$ cat config.mk
export PLATFORM = sky130hd
export DESIGN_NAME = vip_field_receiver_16b_flat
export DESIGN_NICKNAME = d
export VERILOG_FILES = /design/src/rtl/vip_field_receiver_16b_pkg.sv /design/src/rtl/vip_field_receiver_16b_if.sv /design/src/rtl/vip_field_receiver_16b_ctrl_decoder.sv /design/src/rtl/vip_field_receiver_16b.sv /design/src/flat_wrapper.sv
export SDC_FILE = /design/constraint.sdc
export NUM_CORES = 1
export LEC_CHECK = 0
export CAP_MARGIN = 30
export CORE_MARGIN = 1.5
export CORE_UTILIZATION = 60
export DETAILED_ROUTE_END_ITERATION = 8
export GPL_TIMING_DRIVEN = 0
export PLACE_DENSITY = 0.86
export RECOVER_POWER = 50
export SLEW_MARGIN = 30
export SYNTH_ARGS = -nofsm -noshare
export SYNTH_HDL_FRONTEND = slang
export SYNTH_SLANG_ARGS = --single-unit
export TNS_END_PERCENT = 30
$ cat constraint.sdc
create_clock -name clock -period 7.2 [get_ports clock]
set_clock_uncertainty 0.2 [all_clocks]
set_input_delay 1.8 -clock clock [delete_from_list [all_inputs] [get_ports clock]]
set_output_delay 1.8 -clock clock [all_outputs]
set_load 0.1 [all_outputs]
$ cat src/rtl/vip_field_receiver_16b_pkg.sv
// Shared packet-type constants, parser states, error bit indices and the nibble
// pack/unpack helpers used by both the field generator and this receiver.
package vip_pkg;

   localparam logic [3:0] PKT_DATA = 4'h0;
   localparam logic [3:0] PKT_CTRL = 4'hF;

   localparam int ERR_CTRL  = 0;
   localparam int ERR_SHORT = 1;
   localparam int ERR_LONG  = 2;
   localparam int ERR_SEQ   = 3;

   typedef enum logic [1:0] {ST_IDLE, ST_CTRL, ST_DATA, ST_SKIP} state_t;

   // A control beat carries one byte: high nibble in data[3:0], low nibble in data[11:8].
   function automatic logic [7:0] beat_to_byte(input logic [15:0] d);
      return {d[3:0], d[11:8]};
   endfunction

   function automatic logic [15:0] byte_to_beat(input logic [7:0] b);
      return {4'h0, b[3:0], 4'h0, b[7:4]};
   endfunction

endpackage

$ cat src/rtl/vip_field_receiver_16b_if.sv
// 16-bit Avalon-ST video sink bundle; ready is the only sink-driven signal.
// No payload storage, the source sees ready held high outside reset.
interface vip_field_receiver_16b_if;
   logic [15:0] asi_in0_data;
   logic        asi_in0_valid;
   logic        asi_in0_startofpacket;
   logic        asi_in0_endofpacket;
   logic        asi_in0_ready;

   modport master (output asi_in0_data, asi_in0_valid, asi_in0_startofpacket,
                   asi_in0_endofpacket, input asi_in0_ready);
   modport slave  (input asi_in0_data, asi_in0_valid, asi_in0_startofpacket,
                   asi_in0_endofpacket, output asi_in0_ready);
endinterface

$ cat src/rtl/vip_field_receiver_16b_ctrl_decoder.sv
// Control packet decoder: assembles width/height/nibble, range-checks on EOP and commits.
// Commit visible the cycle after the EOP beat; never stalls the stream.
module vip_ctrl_decoder
   import vip_pkg::*;
#(
   parameter int MAX_WIDTH  = 1024,
   parameter int MAX_HEIGHT = 1024
) (
   input  logic        clock,
   input  logic        reset_n,
   input  logic        start,
   input  logic        beat,
   input  logic        last,
   input  logic [15:0] data,
   output logic        malformed,
   output logic [15:0] frame_width,
   output logic [15:0] frame_height,
   output logic        interlaced,
   output logic        field_id,
   output logic        params_valid
);

   localparam logic [16:0] MAX_W = 17'(MAX_WIDTH);
   localparam logic [16:0] MAX_H = 17'(MAX_HEIGHT);

   logic [2:0]  cnt, cnt_nx;
   logic [15:0] w_acc, h_acc, w_nx, h_nx;
   logic [3:0]  nib_acc, nib_nx;
   logic [7:0]  b;
   logic        ok, commit;

   // Next-accumulator values include the current beat so EOP on beat 4 can commit at once.
   always_comb begin
      b      = beat_to_byte(data);
      w_nx   = w_acc;
      h_nx   = h_acc;
      nib_nx = nib_acc;
      cnt_nx = (cnt == 3'd6) ? cnt : cnt + 3'd1;
      case (cnt)
         3'd0:    w_nx[15:8] = b;
         3'd1:    w_nx[7:0]  = b;
         3'd2:    h_nx[15:8] = b;
         3'd3:    h_nx[7:0]  = b;
         3'd4:    nib_nx     = data[3:0];
         default: ;
      endcase
   end

   assign ok = (cnt_nx == 3'd5) && (w_nx != 16'd0) && ({1'b0, w_nx} <= MAX_W)
               && (h_nx != 16'd0) && ({1'b0, h_nx} <= MAX_H);
   assign commit    = beat && last && ok;
   assign malformed = beat && last && !ok;

   always_ff @(posedge clock or negedge reset_n) begin
      if (!reset_n) begin
         cnt          <= '0;
         w_acc        <= '0;
         h_acc        <= '0;
         nib_acc      <= '0;
         frame_width  <= '0;
         frame_height <= '0;
         interlaced   <= 1'b0;
         field_id     <= 1'b0;
         params_valid <= 1'b0;
      end else begin
         if (start) begin
            cnt <= '0;
         end else if (beat) begin
            cnt     <= cnt_nx;
            w_acc   <= w_nx;
            h_acc   <= h_nx;
            nib_acc <= nib_nx;
         end
         if (commit) begin
            frame_width  <= w_nx;
            frame_height <= h_nx;
            interlaced   <= nib_nx[3];
            field_id     <= nib_nx[2];
            params_valid <= 1'b1;
         end
      end
   end

endmodule

$ cat src/rtl/vip_field_receiver_16b.sv
// Avalon-ST video field parser: control decode, pixel x/y walk, sticky error flags.
// Pixels one cycle after their beat; ready is high every cycle after reset (no backpressure).
module vip_field_receiver_16b
   import vip_pkg::*;
#(
   parameter int MAX_WIDTH  = 1024,
   parameter int MAX_HEIGHT = 1024,
   parameter int CW         = 11
) (
   input  logic                 clock,
   input  logic                 reset_n,
   vip_field_receiver_16b_if.slave in0,
   output logic [15:0]          pix_data,
   output logic                 pix_valid,
   output logic [CW-1:0]        pix_x,
   output logic [CW-1:0]        pix_y,
   output logic                 pix_sof,
   output logic                 pix_eol,
   output logic                 pix_eof,
   output logic [15:0]          frame_width,
   output logic [15:0]          frame_height,
   output logic                 interlaced,
   output logic                 field_id,
   output logic                 params_valid,
   output logic [15:0]          field_count,
   output logic [3:0]           err_status,
   input  logic                 err_clear
);

   state_t      state;
   logic        ready;
   logic [15:0] x, y;
   logic        done;
   logic        xfer, sop, payload, eop, ctrl_start, ctrl_beat, ctrl_bad;
   logic        eol_hit, eof_hit, emit;
   logic [3:0]  hdr_type, err_set;

   assign in0.asi_in0_ready = ready;
   assign xfer       = in0.asi_in0_valid && ready;
   assign eop        = in0.asi_in0_endofpacket;
   assign sop        = xfer && in0.asi_in0_startofpacket;
   assign payload    = xfer && !in0.asi_in0_startofpacket;
   assign hdr_type   = in0.asi_in0_data[3:0];
   assign ctrl_start = sop && (hdr_type == PKT_CTRL) && !eop;
   assign ctrl_beat  = payload && (state == ST_CTRL);
   assign eol_hit    = (x == frame_width - 16'd1);
   assign eof_hit    = eol_hit && (y == frame_height - 16'd1);
   assign emit       = payload && (state == ST_DATA) && !done;

   vip_ctrl_decoder #(.MAX_WIDTH(MAX_WIDTH), .MAX_HEIGHT(MAX_HEIGHT)) u_dec (
      .clock        (clock),
      .reset_n      (reset_n),
      .start        (ctrl_start),
      .beat         (ctrl_beat),
      .last         (eop),
      .data         (in0.asi_in0_data),
      .malformed    (ctrl_bad),
      .frame_width  (frame_width),
      .frame_height (frame_height),
      .interlaced   (interlaced),
      .field_id     (field_id),
      .params_valid (params_valid)
   );

   always_comb begin
      err_set = '0;
      if (sop) begin
         if (state != ST_IDLE) err_set[ERR_SEQ] = 1'b1;
         if (hdr_type == PKT_CTRL && eop) err_set[ERR_CTRL] = 1'b1;
         if (hdr_type == PKT_DATA && !params_valid) err_set[ERR_SEQ] = 1'b1;
         if (hdr_type == PKT_DATA && params_valid && eop) err_set[ERR_SHORT] = 1'b1;
      end else if (payload && state == ST_DATA) begin
         if (done) err_set[ERR_LONG] = 1'b1;
         if (eop && !done && !eof_hit) err_set[ERR_SHORT] = 1'b1;
      end
      err_set[ERR_CTRL] = err_set[ERR_CTRL] | ctrl_bad;
   end

   always_ff @(posedge clock or negedge reset_n) begin
      if (!reset_n) begin
         state       <= ST_IDLE;
         ready       <= 1'b0;
         x           <= '0;
         y           <= '0;
         done        <= 1'b0;
         pix_data    <= '0;
         pix_valid   <= 1'b0;
         pix_x       <= '0;
         pix_y       <= '0;
         pix_sof     <= 1'b0;
         pix_eol     <= 1'b0;
         pix_eof     <= 1'b0;
         field_count <= '0;
         err_status  <= '0;
      end else begin
         ready      <= 1'b1;
         pix_valid  <= emit;
         err_status <= (err_clear ? 4'b0000 : err_status) | err_set;
         if (emit) begin
            pix_data <= in0.asi_in0_data;
            pix_x    <= x[CW-1:0];
            pix_y    <= y[CW-1:0];
            pix_sof  <= (x == 16'd0) && (y == 16'd0);
            pix_eol  <= eol_hit;
            pix_eof  <= eof_hit;
            if (eof_hit) done <= 1'b1;
            if (eol_hit) begin
               x <= '0;
               y <= y + 16'd1;
            end else begin
               x <= x + 16'd1;
            end
         end
         // Any SOP restarts parsing, abandoning whatever packet was in flight.
         if (sop) begin
            x    <= '0;
            y    <= '0;
            done <= 1'b0;
            if (eop) begin
               state <= ST_IDLE;
               if (hdr_type == PKT_DATA && params_valid) field_count <= field_count + 16'd1;
            end else if (hdr_type == PKT_CTRL) begin
               state <= ST_CTRL;
            end else if (hdr_type == PKT_DATA && params_valid) begin
               state <= ST_DATA;
            end else begin
               state <= ST_SKIP;
            end
         end else if (payload && eop) begin
            state <= ST_IDLE;
            if (state == ST_DATA) field_count <= field_count + 16'd1;
         end
      end
   end

endmodule

$ cat src/flat_wrapper.sv
// flat-port wrapper written by rule: the top's interface ports become plain ports
module vip_field_receiver_16b_flat import vip_pkg::*;
#(
   parameter int MAX_WIDTH  = 1024,
   parameter int MAX_HEIGHT = 1024,
   parameter int CW         = 11
)
  (clock, reset_n, pix_data, pix_valid, pix_x, pix_y, pix_sof, pix_eol, pix_eof, frame_width, frame_height, interlaced, field_id, params_valid, field_count, err_status, err_clear, in0_asi_in0_data, in0_asi_in0_valid, in0_asi_in0_startofpacket, in0_asi_in0_endofpacket, in0_asi_in0_ready);
  vip_field_receiver_16b_if in0_i ();
  input  logic clock;
  input  logic reset_n;
  output logic [15:0] pix_data;
  output logic pix_valid;
  output logic [CW-1:0] pix_x;
  output logic [CW-1:0] pix_y;
  output logic pix_sof;
  output logic pix_eol;
  output logic pix_eof;
  output logic [15:0] frame_width;
  output logic [15:0] frame_height;
  output logic interlaced;
  output logic field_id;
  output logic params_valid;
  output logic [15:0] field_count;
  output logic [3:0] err_status;
  input  logic err_clear;
  input wire logic [$bits(in0_i.asi_in0_data)-1:0] in0_asi_in0_data;
  input wire logic [$bits(in0_i.asi_in0_valid)-1:0] in0_asi_in0_valid;
  input wire logic [$bits(in0_i.asi_in0_startofpacket)-1:0] in0_asi_in0_startofpacket;
  input wire logic [$bits(in0_i.asi_in0_endofpacket)-1:0] in0_asi_in0_endofpacket;
  output wire logic [$bits(in0_i.asi_in0_ready)-1:0] in0_asi_in0_ready;
  assign in0_i.asi_in0_data = in0_asi_in0_data;
  assign in0_i.asi_in0_valid = in0_asi_in0_valid;
  assign in0_i.asi_in0_startofpacket = in0_asi_in0_startofpacket;
  assign in0_i.asi_in0_endofpacket = in0_asi_in0_endofpacket;
  assign in0_asi_in0_ready = in0_i.asi_in0_ready;
  vip_field_receiver_16b #(.MAX_WIDTH(MAX_WIDTH), .MAX_HEIGHT(MAX_HEIGHT), .CW(CW)) u_core (.clock(clock), .reset_n(reset_n), .in0(in0_i), .pix_data(pix_data), .pix_valid(pix_valid), .pix_x(pix_x), .pix_y(pix_y), .pix_sof(pix_sof), .pix_eol(pix_eol), .pix_eof(pix_eof), .frame_width(frame_width), .frame_height(frame_height), .interlaced(interlaced), .field_id(field_id), .params_valid(params_valid), .field_count(field_count), .err_status(err_status), .err_clear(err_clear));
endmodule
After elaboration in Yosys (flattened, before gate mapping)
Cells that the tools add are included.

cells by class
  $lt $le $gt $ge = 2
  bitwise operators = 3
  reductions and logical operators = 48
  equal/unequal tests = 13
  muxes and demuxes = 39
  $add $sub $neg = 6

operators with widths
  operator                 count
  $mux W16                 11
  $add A16 B1 Y16 const B  3
  $eq A16 B16 Y1           2
  $le A16 B11 Y1 const B   2
  $logic_not A16 Y1        2
  $mux W8                  4
  $reduce_bool A16 Y1      2
  $sub A16 B1 Y16 const B  2
  $logic_and A1 B1 Y1      24
  $mux W1                  14
  $reduce_bool A2 Y1       7
  $mux W2                  5
  $eq A3 B3 Y1 const B     3
  $mux W3                  3
  $mux W4                  2
  $eq A3 B2 Y1 const B     2
  $logic_not A1 Y1         6
  $reduce_and A2 Y1        3
  $eq A4 B4 Y1 const B     1
  $logic_not A4 Y1         1
  $ne A2 B2 Y1 const B     2
  $or A4 B4 Y4             1
  $reduce_and A4 Y1        1
  $add A3 B1 Y3 const B    1
  7 further kinds          7

storage, ports and cells
  output and inout port bits = 98
  register bits after elaboration = 172
  input bits = 22

Logic depth before layout (Yosys ltp)
Gate-level depths: netlist (run 1).

  depth in word-level cells = 11
  gate-level depth with buffers = 11
  gate-level depth less buffers = 9

Cells and area by module
Synthesis (run 1) repeated with hierarchy kept, for this count alone.

second synthesis, totals
  cell total of the unflattened synthesis = 906
  area total of the unflattened synthesis = 8992.4 µm²

by module, submodules not included
  module                  area each (µm²)  instances  cells an instance
  vip_field_receiver_16b  5504.0           1          613
  vip_ctrl_decoder        3488.3           1          293

Least setup slack after synthesis (run 1)
Ideal clock, no wire load.

  path kind = input to register
  start = input port in0_asi_in0_data[10]
  end = register u_core.u_dec.frame_width[2]
  stages = 8
  arrival = 3.750 ns
  data required time = 6.874 ns
  path slack = 3.125 ns
  cells stage by stage = nor4_1 -> nand3_1 -> a211oi_1 -> xor2_1 -> nand4_1 -> nor2_1 -> buf_2 -> mux2_2

between the ends
  longest elaborated chain between the ends = 7
  elaborated cells on any way between the ends = 13

RTL lines
  item                                                    line                                       source
  from (decl)                                             flat_wrapper.sv:27                         input wire logic [$bits(in0_i.asi_in0_data)-1:0] in0_asi_in0_data;
  branches (longest 7 deep; another with $le A16 B11 Y1)  --
  to (signal assigned)                                    vip_field_receiver_16b_ctrl_decoder.sv:75  frame_width <= w_nx;
  to (decl)                                               vip_field_receiver_16b_ctrl_decoder.sv:16  output logic [15:0] frame_width,

Several ways; the timed one is not identified.
A chain may end at the register's enable or synchronous reset.

Worst setup path after layout (run 1)
  start = input port in0_asi_in0_data[3]
  end = register u_core.u_dec.frame_height[9]

between the ends
  longest elaborated chain between the ends = 7
  elaborated cells on any way between the ends = 13

RTL lines
  item                                                    line                                       source
  branches (longest 5 deep; another with $le A16 B11 Y1)  --
  $logic_and A1 B1 Y1 (*)                                 vip_field_receiver_16b_ctrl_decoder.sv:50  && (h_nx != 16'd0) && ({1'b0, h_nx} <= MAX_H);
  $logic_and A1 B1 Y1 (*)                                 vip_field_receiver_16b_ctrl_decoder.sv:51  assign commit = beat && last && ok;
  to (signal assigned)                                    vip_field_receiver_16b_ctrl_decoder.sv:76  frame_height <= h_nx;
  to (decl)                                               vip_field_receiver_16b_ctrl_decoder.sv:17  output logic [15:0] frame_height,

Mark *: on every way between the ends.

==> key figures, run 1 <==
Status
  • Outcome: finished, final reports clean

Timing
  • Min Clock Period, post-route: 5.00 ns
  • Worst rel slew slack: 0.152
  • Worst-Margin Slew: between 1 and 1.5 ns
  • Setup violators final: 0
  • RSZ-0062 raised after global routing: no
  • Fin. Hold Viols: 0
  • Tcrit/Tclk final: 0.694
  • Hold slack: 0.264 ns
  • TNS Setup: 0 ns
  • Max Fclk: approximately 200 MHz
  • Max-slew violations: 0

Synthesis
  • Synth Register Bits: 170
  • Synth cell types: 63
  • Synth Flop Type: dfrtp_1
  • Synth area leader: dfrtp_1
  • EDFF count, synth: 0
  • Mapped Avg Cell Area: just under 10 sq um
  • Sequential area share after synthesis: 0.479
  • Mapped Cells: 893
  • Top-area cell type share of the netlist area: 0.479
  • Post-Syn Area: 8880 sq um
  • Asr flop ratio synth: 1.00
  • Post-Syn Nets: a little over 900
  • Synth area leaders: dfrtp_1 (48%), mux2_2 (8.2%), nand2_1 (6.9%), xnor2_1 (3.4%), xor2_1 (2.9%)
  • Top-count cell post-synth: dfrtp_1
  • Top post-synthesis cells by count: dfrtp_1 (170), nand2_1 (163), mux2_2 (65), clkbuf_1 (44), nand3_1 (36)
  • Synth warn: 0

Setup path
  • Element type at the critical path end: register
  • Crit Reg-Reg Endpoint: u_core.pix_eof$_DFFE_PN0P_
  • Crit path DAT: 5.11 ns
  • WP data required: about 7.3 ns
  • Worst r2r src: u_core.u_dec.frame_width[9]$_DFFE_PN0P_
  • CP Class: in -> reg
  • Reg2reg setup slack: ~3.1 ns
  • Slowest CP cell: dlygate4sd3_1
  • Critical path, cell by cell: dlygate4sd3_1, clkbuf_1, nor2_1, nand4_1, a2bb2oi_1, mux2i_1, nand4_1, nor2_1, buf_2, mux2_2
  • CP Launch Type: primary input
  • Largest fanout on the critical path: 10
  • Slowest stage delay, CP: just under 0.6 ns
  • Cells on worst reg2reg path: 7

Detailed routing
  • DR vias/cell: approximately 6.1
  • Initial drt markers: a little under 700
  • Routed wire length: approximately 23 mm
  • Antenna viol nets, final: 0
  • DRC viols: 0
  • Total vias in the final route: 7,499
  • Pre-antenna DRT Iters: 7
  • WL/cell: ~19 microns

GRT
  • First-pass GRT wire length: ~38 mm
  • Largest net degree at the start of global routing: 87
  • Vias in the first global route: ~7,300
  • GRT Resource Usage Total: 0.306
  • Initial antenna violation count: 0
  • GRT overflow: 0

Pwr
  • Worst VDD drop: ~240 uV
  • Leakage power: slightly above 5 nW
  • Comb power frac: 0.277
  • Sw frac: 0.352
  • Pwr Total: between 2 and 3 mW
  • Clock power frac: 0.330
  • Net switching power: just under 1 mW
  • Part of the power in registers: 0.394
  • P_int: between 1.5 and 2 mW
  • PwrDens: between 200 and 300 nW/um^2

Layout
  • Design Area, Final: around 11,000 sq um
  • Layout cells sized above 1: 0.113
  • Area grow syn2layout: 22.9%
  • Fillers: around 1,000
  • Final core occ: 0.754
  • Multi-input gate area: 4300 sq um
  • Nets: between 1,000 and 1,500
  • Register area: about 4300 sq um
  • Antenna diode instance count: 0

Place
  • Buffers on Ports: 119
  • GPL Wtd Cong: around 0.9
  • Placed inst area: 10,300 sq um
  • Final HPWL DP: around 16 mm

CTS
  • H-tree lvl count: 4
  • Postcts setup bufs: 0
  • # hold bufs at CTS: 0
  • Clk slew on worst S/H paths: 0.06 ns
  • Maximum clock path buffer count: 2
  • # clock sinks: 170
  • CTS tree: built
  • Num CTS Buffers: 17
  • Clock root buffer: clkbuf_16
  • PostCTS Resize Cnt: 0
  • Worst skew pair latency: approximately 0.43 ns

Worst hold path
  • Hold path depth: 2
  • Hold Path Sink: u_core.pix_data[14]$_DFFE_PN0P_
  • HP Class: reg -> reg
  • Worst Min Path Start: u_core.pix_data[14]$_DFFE_PN0P_

Floorplan
  • Die Y: 125 microns
  • Total Die Area: around 16,000 sq um
  • I/O pins: 120
  • Core area: between 10,000 and 15,000 sq um
  • Initial Util: 0.613
  • Standard-cell rows: 44
  • Die Width: between 100 and 150 microns

Job
  • Max-Cap Viols: 0
==> state kept, by name (all words and copies together) (netlist names), 11 cells and up <==
register	flops
u_core.y	16
u_core.field_count	16
u_core.u_dec.frame_width	16
u_core.pix_data	16
u_core.u_dec.w_acc	16
u_core.u_dec.h_acc	16
u_core.u_dec.frame_height	16
u_core.pix_y	11
u_core.pix_x	11
u_core.x	16
==> placed cells by master (no fill, tap or decap), drive strengths merged, types with 14 or more instances in the layout <==
| cell type | instances |
|---|---|
| dfrtp | 170 |
| nand2 | 163 |
| clkdlybuf4s50 | 79 |
| clkbuf | 67 |
| mux2 | 66 |
| dlygate4sd3 | 38 |
| nand3 | 36 |
| xnor2 | 34 |
| nor2 | 32 |
| xor2 | 29 |
| o21ai | 28 |
| mux2i | 25 |
| nor4 | 23 |
| nand4 | 20 |
| and3 | 19 |
| inv | 19 |
| a21oi | 17 |
| or4 | 17 |
| buf | 14 |
==> cell type report <==
cell class | count | share of cell area
plain buffers | 56 | 0.0213
clock buffers | 22 | 0.0444
clock inverters | 10 | 0.0107
inverters | 19 | 0.00654
multi-input cells | 648 | 0.394
flip-flops and latches | 170 | 0.390
well taps | 184 | 0.0211
repair buffers | 120 | 0.112
==> per-stage QoR <==
step                setup WS, ns  instances
floorplan                   3.12        893
global route                2.03       1229
finish                      2.20       1229
global placement           -2.75       1196
CTS                         2.38       1229
detailed placement          2.04       1197
==> power by group through the flow <==
stage / sequential [mW] / clock [mW] / combinational [mW]
global route: 1.12 / 0.974 / 0.823
CTS: 1.10 / 0.930 / 0.788
global placement: 1.12 / 0 / 0.765
floorplan: 1.42 / 0 / 0.272
finish: 1.11 / 0.925 / 0.776
detailed placement: 1.12 / 0 / 0.780
==> critical path, delay by kind of cell <==
family	cells	cell delay (ns)
AO/OA/AOI/OAI	1	0.23
buffers and inverters	3	1.26
multiplexers	2	0.61
AND/OR/NAND/NOR	4	1.21
==> layer usage <==
metal | vias to the layer above | global-route usage | routed length [microns]
met5 | - | 0 | 0
met4 | 0 | 0.126 | 757
met3 | 61 | 0.0563 | 1520
met2 | 362 | 0.493 | 11100
met1 | 3640 | 0.411 | 9640
li1 | 3436 | - | -
==> cell families (layout without fill, tap and decap cells) <==
logic type,after synthesis,count (layout),synth area share
buffers and inverters,75,227,0.0342
XOR/XNOR,63,63,0.0622
AO/OA/AOI/OAI,101,101,0.0768
AND/OR/NAND/NOR,379,379,0.217
adder cells (fa/ha/maj),13,13,0.0183
other,1,1,0.000422
multiplexers,91,91,0.112
flip-flops,170,170,0.479
==> how the worst max path moves through the flow <==
stage,cells after the start,start,to
after floorplan,8,in0_asi_in0_data[10],u_core.u_dec.frame_width[2]$_DFFE_PN0P_
after global placement,1,reset_n,u_core.pix_data[4]$_DFFE_PN0P_
after detailed placement,10,in0_asi_in0_data[3],u_core.u_dec.frame_height[9]$_DFFE_PN0P_
after CTS,10,in0_asi_in0_data[3],u_core.u_dec.frame_width[3]$_DFFE_PN0P_
after global routing,10,in0_asi_in0_valid,u_core.pix_data[7]$_DFFE_PN0P_
final,10,in0_asi_in0_data[3],u_core.u_dec.frame_height[9]$_DFFE_PN0P_
Note: power is estimated with default switching activity, not from simulation.
==> inputs of run 2 (changes only) <==
CORE_UTILIZATION = 56   (was 60)
PLACE_DENSITY = 0.81   (was 0.86)
clock period = 4.8 ns   (was 7.2 ns; I/O delays follow)
==> key figures, run 2 (synthesis results as in run 1) <==
CTS
  • # clock sinks: 170
  • PostCTS Resize Cnt: 0
  • Clk slew on worst S/H paths: around 0.07 ns
  • # hold bufs at CTS: 0
  • Postcts setup bufs: 0
  • Num CTS Buffers: 17
  • Clock root buffer: clkbuf_16
  • Worst skew pair latency: between 0.4 and 0.5 ns
  • CTS tree: built
  • H-tree lvl count: 4
  • Maximum clock path buffer count: 2

GRT
  • First-pass GRT wire length: 36.4 mm
  • GRT overflow: 0
  • GRT Resource Usage Total: 0.281
  • Initial antenna violation count: 0
  • Largest net degree at the start of global routing: 90
  • Vias in the first global route: 7,125

Timing
  • Min Clock Period, post-route: ~4.4 ns
  • RSZ-0062 raised after global routing: no
  • Max Fclk: roughly 230 MHz
  • Max-slew violations: 83
  • Setup violators final: 0
  • Tcrit/Tclk final: 0.920
  • Worst rel slew slack: -0.329
  • Fin. Hold Viols: 0
  • Worst-Margin Slew: around 2.0 ns

Place
  • Final HPWL DP: 15.8 mm
  • Placed inst area: ~10,000 sq um
  • Buffers on Ports: between 100 and 150
  • GPL Wtd Cong: roughly 0.91

Floorplan
  • Standard-cell rows: between 40 and 50
  • Initial Util: 0.580
  • Core area: around 15,000 sq um
  • Die Y: about 130 microns
  • I/O pins: 120
  • Die Width: approximately 130 microns
  • Total Die Area: 16,600 sq um

Setup path
  • Worst Setup SP: in0_asi_in0_data[3]
  • CP Launch Type: primary input
  • Worst r2r src: u_core.u_dec.cnt[2]$_DFFE_PN0P_
  • Element type at the critical path end: register
  • Largest fanout on the critical path: 10
  • WP data required: a little under 5 ns
  • CP Class: in -> reg
  • Crit path DAT: ~4.5 ns

Detailed routing
  • Antenna viol nets, final: 0
  • DR vias/cell: a little under 6
  • Initial drt markers: ~730
  • Total vias in the final route: ~7,400
  • DRC viols: 0
  • WL/cell: between 15 and 20 microns
  • Pre-antenna DRT Iters: 5
  • Routed wire length: 22.2 mm

Pwr
  • PwrDens: 377 nW/um^2
  • Pwr Total: between 4 and 5 mW
  • Leakage power: a little over 5 nW
  • Worst VDD drop: between 400 and 500 uV

Layout
  • Antenna diode instance count: 0
  • Fillers: 1,139
  • Most frequent cells in the layout: dfrtp_1 (170), nand2_1 (163), clkdlybuf4s50_1 (85)
  • Nets: approximately 1,100
  • Design Area, Final: roughly 11,000 sq um
  • Area grow syn2layout: 22.8%
  • Layout cells sized above 1: 0.116
  • Most common cell after layout, fill and taps aside: dfrtp_1

Worst hold path
  • Worst Min Path Start: u_core.pix_x[7]$_DFFE_PN0P_
  • HP Class: reg -> reg

Status
  • Outcome: finished with violations
  • Failing checks: capacitance limit, slew limit

Job
  • Max-Cap Viols: 1
[run 2: area by class of cell]
class / count / area, sq um / area share
multi-input cells: 648 / 4330 / 0.397
clock inverters: 15 / 136 / 0.0125
well taps: 211 / 264 / 0.0242
inverters: 19 / 71.3 / 0.00654
flip-flops and latches: 170 / 4250 / 0.390
clock buffers: 17 / 425 / 0.0390
repair buffers: 120 / 1190 / 0.109
plain buffers: 56 / 233 / 0.0213
[run 2: worst max-delay path: stages]
cell	delay (ns)
dlygate4sd3_1	0.58
clkbuf_1	0.30
nor2_1	0.33
nand4_1	0.16
a2bb2oi_1	0.23
mux2i_1	0.23
nand4_1	0.27
nor2_1	0.45
buf_2	0.39
mux2_2	0.37
[run 2: metal layers]
layer	global-route usage	wire length, microns	part of all wire
met5	0	0	0
met4	0.0952	474	0.021
met3	0.0632	1440	0.065
met2	0.449	10600	0.48
met1	0.382	9750	0.44
[run 2: power breakdown]
part / total [mW] / internal (mW) / switching, mW / leakage, nW
logic: 1.16 / 0.345 / 0.811 / 2.54
clock network: 1.30 / 0.681 / 0.620 / 0.263
registers: 1.65 / 1.56 / 0.0914 / 2.30
[run 2: per-stage QoR]
step                      hold slack (ns)   util  setup TNS [ns]  std cells  setup WS [ns]
final                               0.267  0.712               0       1256          0.385
after global routing                0.278  0.712               0       1256          0.144
after floorplan                     0.275      -               0        893           1.22
after global placement              0.258  0.675         -773.71       1223          -4.57
after CTS                           0.275  0.713               0       1256          0.522
after detailed placement            0.261  0.677               0       1224          0.179
[run 2: final timing paths]
check                                                    end  slack [ns]  depth (start not counted)
setup / recovery           u_core.u_dec.field_id$_DFFE_PN0P_        0.38                         10
hold / removal                   u_core.pix_x[7]$_DFFE_PN0P_        0.27                          2
setup reg to reg           u_core.u_dec.field_id$_DFFE_PN0P_        1.03                         11
hold reg to reg                  u_core.pix_x[7]$_DFFE_PN0P_        0.27                          2
max in group asynchronous  u_core.u_dec.h_acc[0]$_DFFE_PN0P_        1.05                          2
min in group asynchronous        u_core.pix_y[6]$_DFFE_PN0P_        1.14                          1
==> inputs of run 3 (changes only) <==
CORE_ASPECT_RATIO = 1.4   (was unset)
CTS_BUF_LIST = sky130_fd_sc_hd__clkbuf_16   (was unset)
==> key figures, run 3 (synthesis results as in run 1) <==
Setup path
  • WP data required: around 4.9 ns
  • Crit-path leading delay family: buffers and inverters
  • Element type at the critical path end: register
  • Largest fanout on the critical path: 10
  • Slowest stage delay, CP: between 0.5 and 0.6 ns
  • CP Buf/Inv Count: 3
  • Critical path, cell by cell: dlygate4sd3_1, clkbuf_1, nor2_1, nand4_1, a2bb2oi_1, mux2i_1, nand4_1, nor2_1, buf_2, mux2_2
  • CP Class: in -> reg
  • CP Launch Type: primary input
  • Slowest CP cell: dlygate4sd3_1
  • Crit path DAT: 4.44 ns

CTS
  • Num CTS Buffers: 17
  • Clock root buffer: clkbuf_16
  • PostCTS Resize Cnt: 0
  • Worst skew pair latency: 0.43 ns
  • Maximum clock path buffer count: 2
  • # clock sinks: 170
  • Postcts setup bufs: 0
  • H-tree lvl count: 4
  • CTS tree: built
  • Clk slew on worst S/H paths: 0.07 ns
  • # hold bufs at CTS: 0

Pwr
  • Leakage power: about 5.2 nW
  • PwrDens: 383 nW/um^2
  • Worst VDD drop: roughly 430 uV

Place
  • Final HPWL DP: 16.1 mm
  • Buffers on Ports: approximately 120
  • GPL Wtd Cong: 0.876
  • Placed inst area: 10,400 sq um

Timing
  • Min Clock Period, post-route: approximately 4.3 ns
  • Max-slew violations: between 40 and 50
  • Max Fclk: 231 MHz
  • Tcrit/Tclk final: 0.901
  • Worst-Margin Slew: ~2.2 ns
  • TNS Setup: 0 ns
  • Fin. Hold Viols: 0
  • RSZ-0062 raised after global routing: no
  • Setup violators final: 0
  • Worst rel slew slack: -0.474

Layout
  • Design Area, Final: between 10,000 and 15,000 sq um
  • Nets: between 1,000 and 1,500
  • Multi-input gate area: approximately 4300 sq um
  • Most common cell after layout, fill and taps aside: dfrtp_1
  • Fillers: ~1,200
  • Register area: between 4000 and 5000 sq um
  • Layout cells sized above 1: 0.112
  • Area grow syn2layout: 23.1%
  • Antenna diode instance count: 0
  • Most frequent cells in the layout: dfrtp_1 (170), nand2_1 (163), clkdlybuf4s50_1 (78)

GRT
  • Vias in the first global route: slightly above 7,000
  • GRT overflow: 0
  • Initial antenna violation count: 0
  • First-pass GRT wire length: roughly 37 mm
  • Largest net degree at the start of global routing: 76
  • GRT Resource Usage Total: 0.284

Detailed routing
  • DRC viols: 0
  • Routed wire length: around 22 mm
  • Pre-antenna DRT Iters: 5
  • WL/cell: ~18 microns
  • Initial drt markers: 509
  • Total vias in the final route: 7,361
  • DR vias/cell: slightly below 6
  • Antenna viol nets, final: 0

Job
  • Max-Cap Viols: 1

Floorplan
  • Standard-cell rows: 54
  • Core area: roughly 16,000 sq um
  • Die Width: about 110 microns
  • Initial Util: 0.571
  • Total Die Area: 16,600 sq um
  • I/O pins: 120
  • Die Y: 152 microns

Worst hold path
  • HP Class: reg -> reg

Status
  • Failing checks: capacitance limit, slew limit
  • Outcome: finished with violations
-- run 3: stage by stage --
step	util	hold slack [ns]	total power, mW	setup WS (ns)	cells
2_1_floorplan	-	0.275	2.54	1.22	893
5_1_grt	0.703	0.295	4.35	0.218	1242
3_5_place_dp	0.668	0.255	2.85	0.211	1210
3_3_place_gp	0.664	0.256	2.83	-4.54	1208
6_report	0.703	0.263	4.18	0.474	1242
4_1_cts	0.705	0.268	4.22	0.654	1242
-- run 3: where the power goes --
group          switching [mW]  internal (mW)
Combinational           0.814          0.347
Sequential             0.0904           1.56
Clock                   0.560          0.808
-- run 3: per-layer routing --
metal	wire length, microns	global-route usage
met3	1110	0.0442
met2	11700	0.477
met4	641	0.122
met1	8890	0.358
met5	0	0
-- run 3: worst paths after layout --
path                            cells past startpoint  slack, ns                          startpoint                             endpoint
min in group asynchronous                           1       1.22                             reset_n    u_core.u_dec.field_id$_DFFE_PN0P_
worst min register to register                      1       0.26  u_core.field_count[15]$_DFFE_PN0P_   u_core.field_count[15]$_DFFE_PN0P_
worst min-delay path                                1       0.26  u_core.field_count[15]$_DFFE_PN0P_   u_core.field_count[15]$_DFFE_PN0P_
worst max-delay path                               10       0.47                 in0_asi_in0_data[3]  u_core.u_dec.interlaced$_DFFE_PN0P_
max in group asynchronous                           2       0.89                             reset_n         u_core.pix_x[10]$_DFFE_PN0P_
worst max register to register                     11       1.06     u_core.u_dec.cnt[2]$_DFFE_PN0P_  u_core.u_dec.interlaced$_DFFE_PN0P_
-- run 3: layout make-up --
type	count	share of cell area
sequential	170	0.389
clock buffer	17	0.0389
multi-input combinational	648	0.396
buffer	56	0.0213
clock inverter	15	0.0147
tap	196	0.0224
timing repair buffer	121	0.111
inverter	19	0.00652
